## src/rtl/ldsd_encoder_pkg.sv

```systemverilog
// rtl/ldsd_encoder_pkg.sv - shared constants, types and encode helper for ldsd_encoder
//
// Purpose: opcode/funct3 constants for RV64 LD/SD, the immediate range limit,
//          the buffered entry type, the buffer occupancy enum and the word
//          encoder function shared by the top and the skid buffer.
// Ports:   none (package).

package ldsd_encoder_pkg;

   localparam logic [6:0] OPC_LOAD  = 7'b0000011;
   localparam logic [6:0] OPC_STORE = 7'b0100011;
   localparam logic [2:0] FUNCT3_D  = 3'b011;

   // Immediates wider than this many bits cannot be represented in LD/SD.
   localparam int IMM_BITS = 12;

   typedef struct packed {
      logic        err;
      logic [31:0] instr;
   } entry_t;

   typedef enum logic [1:0] {
      OCC_EMPTY = 2'd0,
      OCC_ONE   = 2'd1,
      OCC_FULL  = 2'd2
   } occ_e;

   // I-type layout for LD, S-type layout for SD; the unused register field is ignored.
   function automatic logic [31:0] encode_ldsd(
      input logic                is_store,
      input logic [4:0]          rd,
      input logic [4:0]          rs1,
      input logic [4:0]          rs2,
      input logic [IMM_BITS-1:0] imm
   );
      logic [31:0] word;
      if (is_store) begin
         word = {imm[11:5], rs2, rs1, FUNCT3_D, imm[4:0], OPC_STORE};
      end else begin
         word = {imm[11:0], rs1, FUNCT3_D, rd, OPC_LOAD};
      end
      return word;
   endfunction

endpackage

```

## src/rtl/ldsd_encoder_if.sv

```systemverilog
// rtl/ldsd_encoder_if.sv - request/response handshake bundle for ldsd_encoder
//
// Purpose: groups the request side (in_*) and the encoded-word side (out_*).
// Ports (signals):
//   in_valid/in_ready          request handshake
//   in_is_store, in_rd, in_rs1, in_rs2, in_imm   request payload
//   out_valid/out_ready        response handshake
//   out_instr, out_err         response payload
// Modports: master = requester/consumer side, slave = encoder side.

interface ldsd_encoder_if;

   logic        in_valid;
   logic        in_ready;
   logic        in_is_store;
   logic [4:0]  in_rd;
   logic [4:0]  in_rs1;
   logic [4:0]  in_rs2;
   logic [63:0] in_imm;

   logic        out_valid;
   logic        out_ready;
   logic [31:0] out_instr;
   logic        out_err;

   modport master (
      output in_valid, in_is_store, in_rd, in_rs1, in_rs2, in_imm, out_ready,
      input  in_ready, out_valid, out_instr, out_err
   );

   modport slave (
      input  in_valid, in_is_store, in_rd, in_rs1, in_rs2, in_imm, out_ready,
      output in_ready, out_valid, out_instr, out_err
   );

endinterface

```

## src/rtl/ldsd_skid_buf.sv

```systemverilog
// rtl/ldsd_skid_buf.sv - 2-entry in-order buffer of encoded entries
//
// Purpose: holds up to two {err, instr} entries; slot 0 is always the head.
// Ports:
//   clk, reset              clock, synchronous active-high reset
//   push_valid_i/push_ready_o/push_data_i   write side
//   pop_valid_o/pop_ready_i/pop_data_o      read side (head entry)

module ldsd_skid_buf
   import ldsd_encoder_pkg::*;
(
   input  logic   clk,
   input  logic   reset,
   input  logic   push_valid_i,
   output logic   push_ready_o,
   input  entry_t push_data_i,
   output logic   pop_valid_o,
   input  logic   pop_ready_i,
   output entry_t pop_data_o
);

   occ_e   occ_q, occ_d;
   entry_t slot0_q, slot0_d;
   entry_t slot1_q, slot1_d;
   logic   push;
   logic   pop;

   // Ready comes from occupancy alone so it never combinationally follows pop_ready_i.
   assign push_ready_o = (occ_q != OCC_FULL);
   assign pop_valid_o  = (occ_q != OCC_EMPTY);
   assign pop_data_o   = slot0_q;

   assign push = push_valid_i && push_ready_o;
   assign pop  = pop_valid_o && pop_ready_i;

   always_comb begin
      occ_d   = occ_q;
      slot0_d = slot0_q;
      slot1_d = slot1_q;
      case (occ_q)
         OCC_EMPTY: begin
            if (push) begin
               slot0_d = push_data_i;
               occ_d   = OCC_ONE;
            end
         end
         OCC_ONE: begin
            case ({push, pop})
               2'b10: begin
                  slot1_d = push_data_i;
                  occ_d   = OCC_FULL;
               end
               2'b01: begin
                  occ_d = OCC_EMPTY;
               end
               2'b11: begin
                  // Head leaves and the new entry becomes head; occupancy unchanged.
                  slot0_d = push_data_i;
               end
               default: begin
                  occ_d = OCC_ONE;
               end
            endcase
         end
         OCC_FULL: begin
            // No push is possible here because push_ready_o is low.
            if (pop) begin
               slot0_d = slot1_q;
               occ_d   = OCC_ONE;
            end
         end
         default: begin
            occ_d = OCC_EMPTY;
         end
      endcase
   end

   always_ff @(posedge clk) begin
      if (reset) begin
         occ_q   <= OCC_EMPTY;
         slot0_q <= '0;
         slot1_q <= '0;
      end else begin
         occ_q   <= occ_d;
         slot0_q <= slot0_d;
         slot1_q <= slot1_d;
      end
   end

endmodule

```

## src/rtl/ldsd_encoder.sv

```systemverilog
// rtl/ldsd_encoder.sv - RV64 LD/SD instruction word encoder with 2-entry output buffer
//
// Purpose: encodes an LD or SD request into a 32-bit RV64 word, registers it in
//          a 2-entry in-order buffer and counts delivered words.
// Ports:
//   clk        sole clock
//   reset      synchronous active-high reset
//   bus        ldsd_encoder_if.slave: in_* request, out_* encoded word
//   enc_count  number of words delivered on the output (wraps)
// Parameters: CNT_W width of enc_count.
// Configuration: define IMM_RANGE_CHECK_EN to flag immediates with bits above
//                bit 11 set via out_err; otherwise out_err is tied to 0.

module ldsd_encoder
   import ldsd_encoder_pkg::*;
#(
   parameter int CNT_W = 16
) (
   input  logic             clk,
   input  logic             reset,
   ldsd_encoder_if.slave    bus,
   output logic [CNT_W-1:0] enc_count
);

   entry_t           req_entry;
   entry_t           head_entry;
   logic             head_valid;
   logic             out_pop;
   logic [CNT_W-1:0] enc_count_q, enc_count_d;

   always_comb begin
      req_entry.instr = encode_ldsd(bus.in_is_store, bus.in_rd, bus.in_rs1,
                                    bus.in_rs2, bus.in_imm[IMM_BITS-1:0]);
`ifdef IMM_RANGE_CHECK_EN
      req_entry.err   = |bus.in_imm[63:IMM_BITS];
`else
      req_entry.err   = 1'b0;
`endif
   end

   ldsd_skid_buf u_buf (
      .clk          (clk),
      .reset        (reset),
      .push_valid_i (bus.in_valid),
      .push_ready_o (bus.in_ready),
      .push_data_i  (req_entry),
      .pop_valid_o  (head_valid),
      .pop_ready_i  (bus.out_ready),
      .pop_data_o   (head_entry)
   );

   assign bus.out_valid = head_valid;
   assign bus.out_instr = head_entry.instr;

`ifdef IMM_RANGE_CHECK_EN
   assign bus.out_err = head_entry.err;
`else
   // Without the range check the high immediate bits and stored err bit are don't-care.
   logic unused_imm_hi;
   logic unused_err;
   assign unused_imm_hi = ^bus.in_imm[63:IMM_BITS];
   assign unused_err    = head_entry.err;
   assign bus.out_err   = 1'b0;
`endif

   assign out_pop = head_valid && bus.out_ready;

   always_comb begin
      enc_count_d = enc_count_q;
      if (out_pop) begin
         enc_count_d = enc_count_q + CNT_W'(1);
      end
   end

   always_ff @(posedge clk) begin
      if (reset) begin
         enc_count_q <= '0;
      end else begin
         enc_count_q <= enc_count_d;
      end
   end

   assign enc_count = enc_count_q;

endmodule

```

## src/flat_wrapper.sv

```systemverilog
// flat-port wrapper written by rule: the top's interface ports become plain ports
module ldsd_encoder_flat import ldsd_encoder_pkg::*;
#(
   parameter int CNT_W = 16
)
  (clk, reset, enc_count, bus_in_valid, bus_in_is_store, bus_in_rd, bus_in_rs1, bus_in_rs2, bus_in_imm, bus_out_ready, bus_in_ready, bus_out_valid, bus_out_instr, bus_out_err);
  ldsd_encoder_if bus_i ();
  input  logic clk;
  input  logic reset;
  output logic [CNT_W-1:0] enc_count;
  input wire logic [$bits(bus_i.in_valid)-1:0] bus_in_valid;
  input wire logic [$bits(bus_i.in_is_store)-1:0] bus_in_is_store;
  input wire logic [$bits(bus_i.in_rd)-1:0] bus_in_rd;
  input wire logic [$bits(bus_i.in_rs1)-1:0] bus_in_rs1;
  input wire logic [$bits(bus_i.in_rs2)-1:0] bus_in_rs2;
  input wire logic [$bits(bus_i.in_imm)-1:0] bus_in_imm;
  input wire logic [$bits(bus_i.out_ready)-1:0] bus_out_ready;
  output wire logic [$bits(bus_i.in_ready)-1:0] bus_in_ready;
  output wire logic [$bits(bus_i.out_valid)-1:0] bus_out_valid;
  output wire logic [$bits(bus_i.out_instr)-1:0] bus_out_instr;
  output wire logic [$bits(bus_i.out_err)-1:0] bus_out_err;
  assign bus_i.in_valid = bus_in_valid;
  assign bus_i.in_is_store = bus_in_is_store;
  assign bus_i.in_rd = bus_in_rd;
  assign bus_i.in_rs1 = bus_in_rs1;
  assign bus_i.in_rs2 = bus_in_rs2;
  assign bus_i.in_imm = bus_in_imm;
  assign bus_i.out_ready = bus_out_ready;
  assign bus_in_ready = bus_i.in_ready;
  assign bus_out_valid = bus_i.out_valid;
  assign bus_out_instr = bus_i.out_instr;
  assign bus_out_err = bus_i.out_err;
  ldsd_encoder #(.CNT_W(CNT_W)) u_core (.clk(clk), .reset(reset), .bus(bus_i), .enc_count(enc_count));
endmodule
```

## config.mk

```make
export PLATFORM = sky130hd
export DESIGN_NAME = ldsd_encoder_flat
export DESIGN_NICKNAME = d
export VERILOG_FILES = /design/src/rtl/ldsd_encoder_pkg.sv /design/src/rtl/ldsd_encoder_if.sv /design/src/rtl/ldsd_skid_buf.sv /design/src/rtl/ldsd_encoder.sv /design/src/flat_wrapper.sv
export SDC_FILE = /design/constraint.sdc
export NUM_CORES = 1
export LEC_CHECK = 0
export BUFFER_PORTS_ARGS = -buffer_cell sky130_fd_sc_hd__buf_2
export CAP_MARGIN = 10
export CORE_MARGIN = 2
export CORE_UTILIZATION = 42
export DETAILED_ROUTE_END_ITERATION = 6
export GPL_ROUTABILITY_DRIVEN = 0
export PLACE_DENSITY = 0.76
export SYNTH_ARGS = -nofsm -noshare
export SYNTH_HDL_FRONTEND = slang
export SYNTH_SLANG_ARGS = --single-unit
```

## constraint.sdc

```tcl
create_clock -name clk -period 2.2 [get_ports clk]
set_clock_uncertainty 0.05 [all_clocks]
set_input_delay 0.22 -clock clk [delete_from_list [all_inputs] [get_ports clk]]
set_output_delay 0.22 -clock clk [all_outputs]
set_load 0.02 [all_outputs]
```

# After elaboration in Yosys (flattened, before gate mapping)
# Cells that the tools add are included.
[word_totals]
output_inout_bits = 51
memories = 0
romBits = 0
mem_bits_rw = 0
inputBits = 84
regBits = 82
wordCells = 32
latch_bits = 0
[op_classes]
reduce_logical = 8
order_cmp = 0
n_bitwise = 0
add_sub_neg = 1
n_div = 0
multipliers = 0
eq_ne = 10
muxes = 9
shift = 0
[ops]
columns = ["cell", "n"]
rows = [
  ["$mux 32", 3],
  ["$pmux 32 s3", 1],
  ["$mux 25", 1],
  ["$add 16x1->16 const B", 1],
  ["$pmux 2 s3", 2],
  ["$ne 2x2->1 const B", 4],
  ["$eq 2x2->1 const B", 3],
  ["$eq 2x1->1 const B", 2],
  ["$mux 2", 2],
  ["$reduce_and 4->1", 1],
  ["$reduce_and 3->1", 1],
  ["$reduce_bool 3->1", 1],
  ["$logic_and 1x1->1", 2],
  ["$logic_not 2->1", 1],
  ["$ne 2x1->1 const B", 1],
  ["$reduce_and 2->1", 1],
  ["$reduce_bool 2->1", 1],
]

# Logic depth before layout (Yosys ltp)
# Gate-level depths: netlist (run 1).
[depth]
word_depth = 5
depth_mapped = 13

# Cells and area by module
# Synthesis (run 1) repeated with hierarchy kept, for this count alone.
[unflattened]
hier_cells = 404
hier_area_um2 = 3719.8
[modules_own_cells]
columns = ["module", "instances", "cells_per_inst", "area_each_um2", "seq_area_each_um2"]
rows = [
  ["ldsd_skid_buf", 1, 309, 2866.5, 1361.3],
  ["ldsd_encoder", 1, 95, 853.3, 320.3],
]

# Worst setup path after synthesis (run 1)
# No wires, ideal clock.
[synth_timing]
kind = "register to register"
startpoint = "register u_core.u_buf.occ_q[1]"
endpoint = "register u_core.u_buf.slot0_q (netlist bit u_core.u_buf.pop_data_o[25])"
path_stages_with_launch = 13
synth_period_minus_slack_ns = 2.603
arrival_ns = 2.462
slack_ns = -0.403
required_time_ns = 2.059
setup_ns = 0.091
cell_sequence = "dfxtp_1 clkbuf_8 nor2b_1 buf_2 inv_2 buf_1 and2_1 ha_1 mux2i_1 o22ai_4 buf_2 nor2_1 a311oi_1"
[synth_via]
elab_chain_len = 5
elab_cells_between_ends = 14
[synth_lines]
columns = ["item", "line", "rtl"]
rows = [
  ["start: declaration", "ldsd_skid_buf.sv:22", "occ_e occ_q, occ_d;"],
  ["start signal: assignment", "ldsd_skid_buf.sv:80", "occ_q <= OCC_EMPTY;"],
  ["start signal: assignment", "ldsd_skid_buf.sv:84", "occ_q <= occ_d;"],
  ["$ne 2x2->1 (*)", "ldsd_skid_buf.sv:29", "assign push_ready_o = (occ_q != OCC_FULL);"],
  ["via bus_in_ready", "flat_wrapper.sv:18", "output wire logic [$bits(bus_i.in_ready)-1:0] bus_in_ready;"],
  ["$logic_and 1x1->1 (*)", "ldsd_skid_buf.sv:33", "assign push = push_valid_i && push_ready_o;"],
  ["$eq 2x2->1", "ldsd_skid_buf.sv:48", "case ({push, pop})"],
  ["$ne 2x1->1 (no source line)", "n/a", ""],
  ["$reduce_and 4->1 (no source line) (*)", "n/a", ""],
  ["end signal: assignment", "ldsd_skid_buf.sv:85", "slot0_q <= slot0_d;"],
  ["end: declaration", "ldsd_skid_buf.sv:23", "entry_t slot0_q, slot0_d;"],
]
# The timed path passes the listed nets; every way through them passes the cells marked *.
# A chain may end at the register's enable or synchronous reset.

# Worst setup path after layout (run 1)
[layout_timing]
startpoint = "register u_core.u_buf.occ_q[1]"
endpoint = "register u_core.u_buf.slot0_q (netlist bit u_core.u_buf.pop_data_o[18])"
[layout_via]
elab_chain_len = 5
elab_cells_between_ends = 14
[layout_lines]
columns = ["item", "line"]
rows = [
  ["$ne 2x2->1 / $reduce_bool 2->1 (equally long branches)", "ldsd_skid_buf.sv:29, ldsd_skid_buf.sv:30"],
  ["$logic_and 1x1->1 (on tied branches)", "ldsd_skid_buf.sv:33, ldsd_skid_buf.sv:34"],
  ["$eq 2x2->1", "ldsd_skid_buf.sv:48"],
  ["$ne 2x1->1 (no source line)", "n/a"],
  ["$reduce_and 4->1 (no source line)", "n/a"],
]
# Several ways; a longest one is shown, not always the timed one.

==> results of run 1 <==
==> power breakdown <==
part           total [W]  switching [W]  internal [W]
clock            0.00123       0.000474      0.000757
combinational   0.000454       0.000281      0.000173
sequential       0.00130      0.0000382       0.00127
total            0.00299       0.000793       0.00220
==> layer usage <==
| layer | vias to the layer above | global-route usage |
|---|---|---|
| li1 | 1375 | - |
| met1 | 1296 | 0.245 |
| met2 | 75 | 0.289 |
| met3 | 10 | 0.0443 |
| met4 | 0 | 0.0923 |
| met5 | - | 0 |
==> stage by stage <==
| step | std cells | setup TNS (ns) | instance area, µm² | utilization |
|---|---|---|---|---|
| after floorplan | 363 | 0 | 3000 | - |
| after global placement | 515 | -0.0499 | 3400 | 0.500 |
| after detailed placement | 515 | -0.297 | 3400 | 0.500 |
| after CTS | 532 | 0 | 3670 | 0.540 |
| after global routing | 536 | 0 | 3710 | 0.545 |
| final | 536 | 0 | 3710 | 0.545 |
==> state kept, by name, indices dropped and copies added, names as in the netlist <==
register and flops:
u_core.u_buf.occ_q 2, u_core.u_buf.pop_data_o 24, u_core.enc_count 16, u_core.u_buf.slot1_q 24
==> logic make-up after synthesis <==
kind of cell / count (synthesis)
and+or+nand+nor: 151
AOI/OAI and AO/OA: 76
DFF: 66
buffers and inverters: 40
muxes: 12
xor gates and xnor gates: 9
adders and majority gates: 3
other: 1
==> final cells by class <==
type                    count  area (µm²)
multi-input cells         259        1480
flip-flops and latches     66        1320
clock buffers              10         128
repair buffers             92         513
fillers                   617        3090
well taps                  96         120
clock inverters             6         114
inverters                   7        28.8
==> worst reg2reg max path, delay by kind of cell, from the launching register on <==
kind	cells	cell delay (ns)
AO/OA/AOI/OAI	2	0.63
flip-flops	1	0.34
multiplexers	1	0.08
adder cells (fa/ha/maj)	1	0.21
AND/OR/NAND/NOR	3	0.40
buffers and inverters	2	0.21
==> cells in the final DEF, fill, tap and decap left out, types with 4 or more instances in the layout <==
cell type,netlist,routed
nand2_1,77,77
buf_2,3,76
dfxtp_1,66,66
nor2_1,43,42
a21oi_1,31,31
buf_4,9,15
a311oi_1,13,13
o211ai_1,11,11
mux2i_1,11,10
a211oi_1,10,10
clkbuf_8,2,9
xnor2_1,8,8
nor3_1,7,7
inv_1,6,6
conb_1,1,6
nand3_1,5,5
o21ai_0,5,5
or3_1,4,4
==> worst paths after layout <==
| kind | from | to | slack [ns] | cells after the start |
|---|---|---|---|---|
| min reg2reg | u_core.u_buf.slot1_q[15] | u_core.u_buf.slot1_q[15] | 0.41 | 2 |
| max reg2reg | u_core.u_buf.occ_q[1] | u_core.u_buf.pop_data_o[18] | 0.19 | 9 |
| min | bus_in_imm[7] | u_core.u_buf.slot1_q[27] | 0.07 | 3 |
| max | u_core.u_buf.occ_q[1] | u_core.u_buf.pop_data_o[18] | 0.19 | 9 |
==> repair_timing <==
item                       in CTS  in global routing
setup endpoints to repair      23                 14
pin swaps                       1                  2
resized for setup               2                  2
gates cloned                    1                  1
buffers inserted                0                  3
==> results_dict.tcl, run 1 <==
set metrics [dict create \
    totalWireLength_um 6850 \
    cp_num_buf_inv 2 \
    worst_path_max_delay_cell "o22ai_4" \
    rsz0062_at_grt "no" \
    yosysMostFrequentCell "nand2_1" \
    drv_cap 0 \
    cts_tree "done" \
    drv_slew 0 \
    highest_layer "met4" \
    grt_pass1_wl_um 11400 \
    grt_usage 0.187 \
    holdWs_ns 0.0699 \
    start_kind "flip-flop" \
    finalSetupViolCount 0 \
    synth_cells 358 \
    path_max_fanout 18 \
    outcome "completed" \
    max_stage_delay_ns 0.40 \
    vias_per_cell 5.14 \
    synth_flop_cell "dfxtp_1" \
    synth-seq-cells 66 \
    synth_top_area_cell "dfxtp_1" \
    async_reset_ff_frac 0 \
    worstMarginPinSlew_ns 0.544 \
    synthAdderAreaFrac 0.0128 \
    cts_sinks 66 \
    synth_top_area_frac 0.451 \
    syn_area_per_cell_um2 8.19 \
    synth-compound-area-share 0.174 \
    nNetsFinal 522 \
    hold_buffers 0 \
    cp_cell_sequence "nor2b_2 -> inv_4 -> and2_1 -> ha_2 -> mux2i_4 -> buf_4 -> o22ai_4 -> nor2_1 -> a311oi_1" \
    yosys.cell_types.count 38 \
    cts-root-buf "clkbuf_8" \
    hpwl_um 4430 \
    overflow 0 \
    die_w_um 87.6 \
    postRouteAntennaNets 0 \
    design.core.area_um2 6790 \
    antenna_found_initial 0 \
    initial_core_util 0.432 \
    drtPass1Iterations 4 \
    ys_top_cells_by_count "77 x nand2_1, 66 x dfxtp_1, 43 x nor2_1" \
    rows 30 \
    ys_top_cells_by_area "dfxtp_1 45%, nand2_1 9.9%, nor2_1 5.5%" \
    irDropWorstVdd_uv 419 \
    p_leak_nw 1.56 \
    cts.reportedPaths.clkPinSlew_ns 0.08 \
    cts.htree.levels 3 \
    layout_setup_ws_ns 0.186 \
    drt-initial-drc-count 116 \
    synth_top_family_by_area "simple AND/OR/NAND/NOR gates" \
    cts_max_path_buffers 2 \
    power.total_w 0.00299 \
    post-route-min-period_ns 2.01 \
    synth_edf_count 0 \
    ys.warnings.count 0 \
    cts_made_buffers 9 \
    required_ns 2.40 \
    met3WireLength_um 361 \
    synth-xor-area-share 0.0269 \
    diodes 0 \
    crit_path_end_kind "flip-flop" \
    path_class "flip-flop to flip-flop" \
    clkLatencyLatePin_ns 0.33 \
    synthSimpleGateAreaFrac 0.222 \
    drc 0 \
    crit_family "compound AO/OA/AOI/OAI gates" \
    clock.fmax_mhz 497 \
    wl_met2_um 3250 \
    drive_above_1_share 0.282 \
    vias 2756 \
    critPathArrivalTime_ns 2.21 \
    portBuffers 76 \
    avgRoutedWirePerCell_um 12.8 \
    yosysSeqAreaShare 0.451 \
    timing_hold_violations_final 0 \
    syn-cell-area_um2 2930 \
    powerDensity_nw_per_um2 807 \
    min_path_type "input pin to flip-flop" \
    finalCritPeriodShare 0.915 \
    slew_headroom 0.638 \
    pre_cts_slack_ns -0.0822 \
    synth_mux_area_frac 0.0414 \
    die_h_um 87.6 \
    grt_max_degree 52 \
    grt_pass1_vias 2466 \
    area_growth_pct 26.4 \
    die-area_um2 7670 \
    wl_met1_um 3150 \
    io_pins 135 \
]
No activity file was read; power rests on OpenSTA's default activity.
==> inputs of run 2 (changes only) <==
--- a/config.mk
+++ b/config.mk
@@ -5,13 +5,12 @@
 export SDC_FILE = /design/constraint.sdc
 export NUM_CORES = 1
 export LEC_CHECK = 0
-export BUFFER_PORTS_ARGS = -buffer_cell sky130_fd_sc_hd__buf_2
 export CAP_MARGIN = 10
 export CORE_MARGIN = 2
-export CORE_UTILIZATION = 42
+export CORE_UTILIZATION = 45
 export DETAILED_ROUTE_END_ITERATION = 6
+export DONT_BUFFER_PORTS = 1
 export GPL_ROUTABILITY_DRIVEN = 0
-export PLACE_DENSITY = 0.76
 export SYNTH_ARGS = -nofsm -noshare
 export SYNTH_HDL_FRONTEND = slang
 export SYNTH_SLANG_ARGS = --single-unit
==> results_dict.tcl, run 2 (synthesis results as in run 1) <==
set metrics [dict create \
    clock.fmax_mhz 499 \
    crit_path_end_kind "flip-flop" \
    area_growth_pct 19.5 \
    highest_layer "met4" \
    grt_pass1_vias 2337 \
    path_class "flip-flop to flip-flop" \
    drc 0 \
    die_w_um 84.7 \
    drv_cap 0 \
    final_cell_mix "77 x nand2_1, 65 x dfxtp_1, 42 x nor2_1" \
    grt_usage 0.198 \
    drive_above_1_share 0.151 \
    hpwl_um 4250 \
    grt_pass1_wl_um 11400 \
    p_leak_nw 1.33 \
    finalCritPeriodShare 0.910 \
    path_max_fanout 18 \
    totalWireLength_um 6890 \
    rsz0062_at_grt "no" \
    drt-initial-drc-count 130 \
    die-area_um2 7180 \
    powerDensity_nw_per_um2 760 \
    timing_hold_violations_final 0 \
    postRouteAntennaNets 0 \
    pre_cts_slack_ns -0.207 \
    met3WireLength_um 426 \
    cts_tree "done" \
    drtPass1Iterations 6 \
    critPathArrivalTime_ns 2.18 \
    rows 29 \
    grt_max_degree 65 \
    io_pins 135 \
    mostFrequentLayoutCell "nand2_1" \
    diodes 0 \
    min_path_type "input pin to flip-flop" \
    holdWs_ns 0.0155 \
    post-route-min-period_ns 2.00 \
    cts_sinks 66 \
    required_ns 2.38 \
    start_kind "flip-flop" \
    cts_made_buffers 9 \
    cts.reportedPaths.clkPinSlew_ns 0.06 \
    irDropWorstVdd_uv 366 \
    r2r_cells 9 \
    cts_max_path_buffers 2 \
    crit_start "u_core.u_buf.occ_q[1]" \
    reg2reg_setup_slack_ns 0.20 \
    finalSetupViolCount 0 \
    layout_setup_ws_ns 0.198 \
    initial_core_util 0.465 \
    avgRoutedWirePerCell_um 14.8 \
    utilization 0.555 \
    vias_per_cell 5.36 \
    design.core.area_um2 6310 \
    critPathCapture "u_core.u_buf.pop_data_o[28]" \
    overflow 0 \
    drv_slew 0 \
    wl_met1_um 3110 \
    r2r_start "u_core.u_buf.occ_q[1]" \
    nNetsFinal 472 \
    vias 2503 \
    clkLatencyLatePin_ns 0.34 \
    timing.rr.end "u_core.u_buf.pop_data_o[28]" \
    antenna_found_initial 0 \
    wl_met2_um 3240 \
    die_h_um 84.7 \
    portBuffers 0 \
    cts-root-buf "clkbuf_8" \
    outcome "completed" \
    cts.htree.levels 3 \
]
run 2: routing by layer:
| metal | track usage | vias to the layer above |
|---|---|---|
| met3 | 0.0541 | 9 |
| li1 | - | 1279 |
| met2 | 0.313 | 72 |
| met4 | 0.0750 | 0 |
| met1 | 0.257 | 1143 |
| met5 | 0 | - |
run 2: stage by stage:
| stage | setup TNS (ns) | total power, W | instances | area (µm²) |
|---|---|---|---|---|
| final | 0 | 0.00266 | 467 | 3500 |
| after detailed placement | -3.71 | 0.00167 | 431 | 3070 |
| after CTS | 0 | 0.00268 | 465 | 3470 |
| after global placement | -2.71 | 0.00167 | 431 | 3070 |
| after global routing | 0 | 0.00278 | 467 | 3500 |
| after floorplan | 0 | 0.00165 | 363 | 3000 |
run 2: area by class of cell:
cell class                 instances  area [µm²]
sequential                        66        1320
fill                             622        2810
inverter                           7        28.8
clock inverter                     2        10.0
timing repair buffer              43         403
multi-input combinational        258        1470
clock buffer                      14         173
tap                               77        96.3
run 2: worst min path at each step:
| stage | endpoint | start | slack [ns] | cells past startpoint |
|---|---|---|---|---|
| 6_report | u_core.u_buf.occ_q[1] | bus_in_valid | 0.02 | 2 |
| 5_1_grt | u_core.u_buf.occ_q[1] | bus_in_valid | 0.006 | 2 |
| 4_1_cts | u_core.u_buf.occ_q[1] | bus_in_valid | 0.004 | 2 |
| 3_5_place_dp | u_core.u_buf.pop_data_o[11] | reset | 0.25 | 1 |
| 3_3_place_gp | u_core.u_buf.pop_data_o[11] | reset | 0.24 | 1 |
| 2_1_floorplan | u_core.u_buf.slot1_q[15] | bus_in_rs1[0] | 0.31 | 2 |
run 2: what timing repair did:
action                     4_1_cts  5_1_grt
setup endpoints to repair       24       25
resized for setup                3        2
hold endpoints to repair        64        0
pin swaps                        1        1
setup buffers                    2        2
hold buffers                    15        0
cloned                           1        0
run 2: power by group:
group	switching (W)	internal [W]	leakage [nW]
Clock	0.000443	0.000499	0.0965
Sequential	0.0000967	0.00127	0.539
Combinational	0.000202	0.000156	0.694
run 2: critical path: stages (launching register included):
cell and delay [ns]:
dfxtp_1 0.36, nor2b_4 0.19, inv_4 0.06, and2_1 0.17
ha_1 0.22, mux2i_4 0.20, buf_4 0.16, o22ai_4 0.06
buf_12 0.16, a311oi_1 0.25
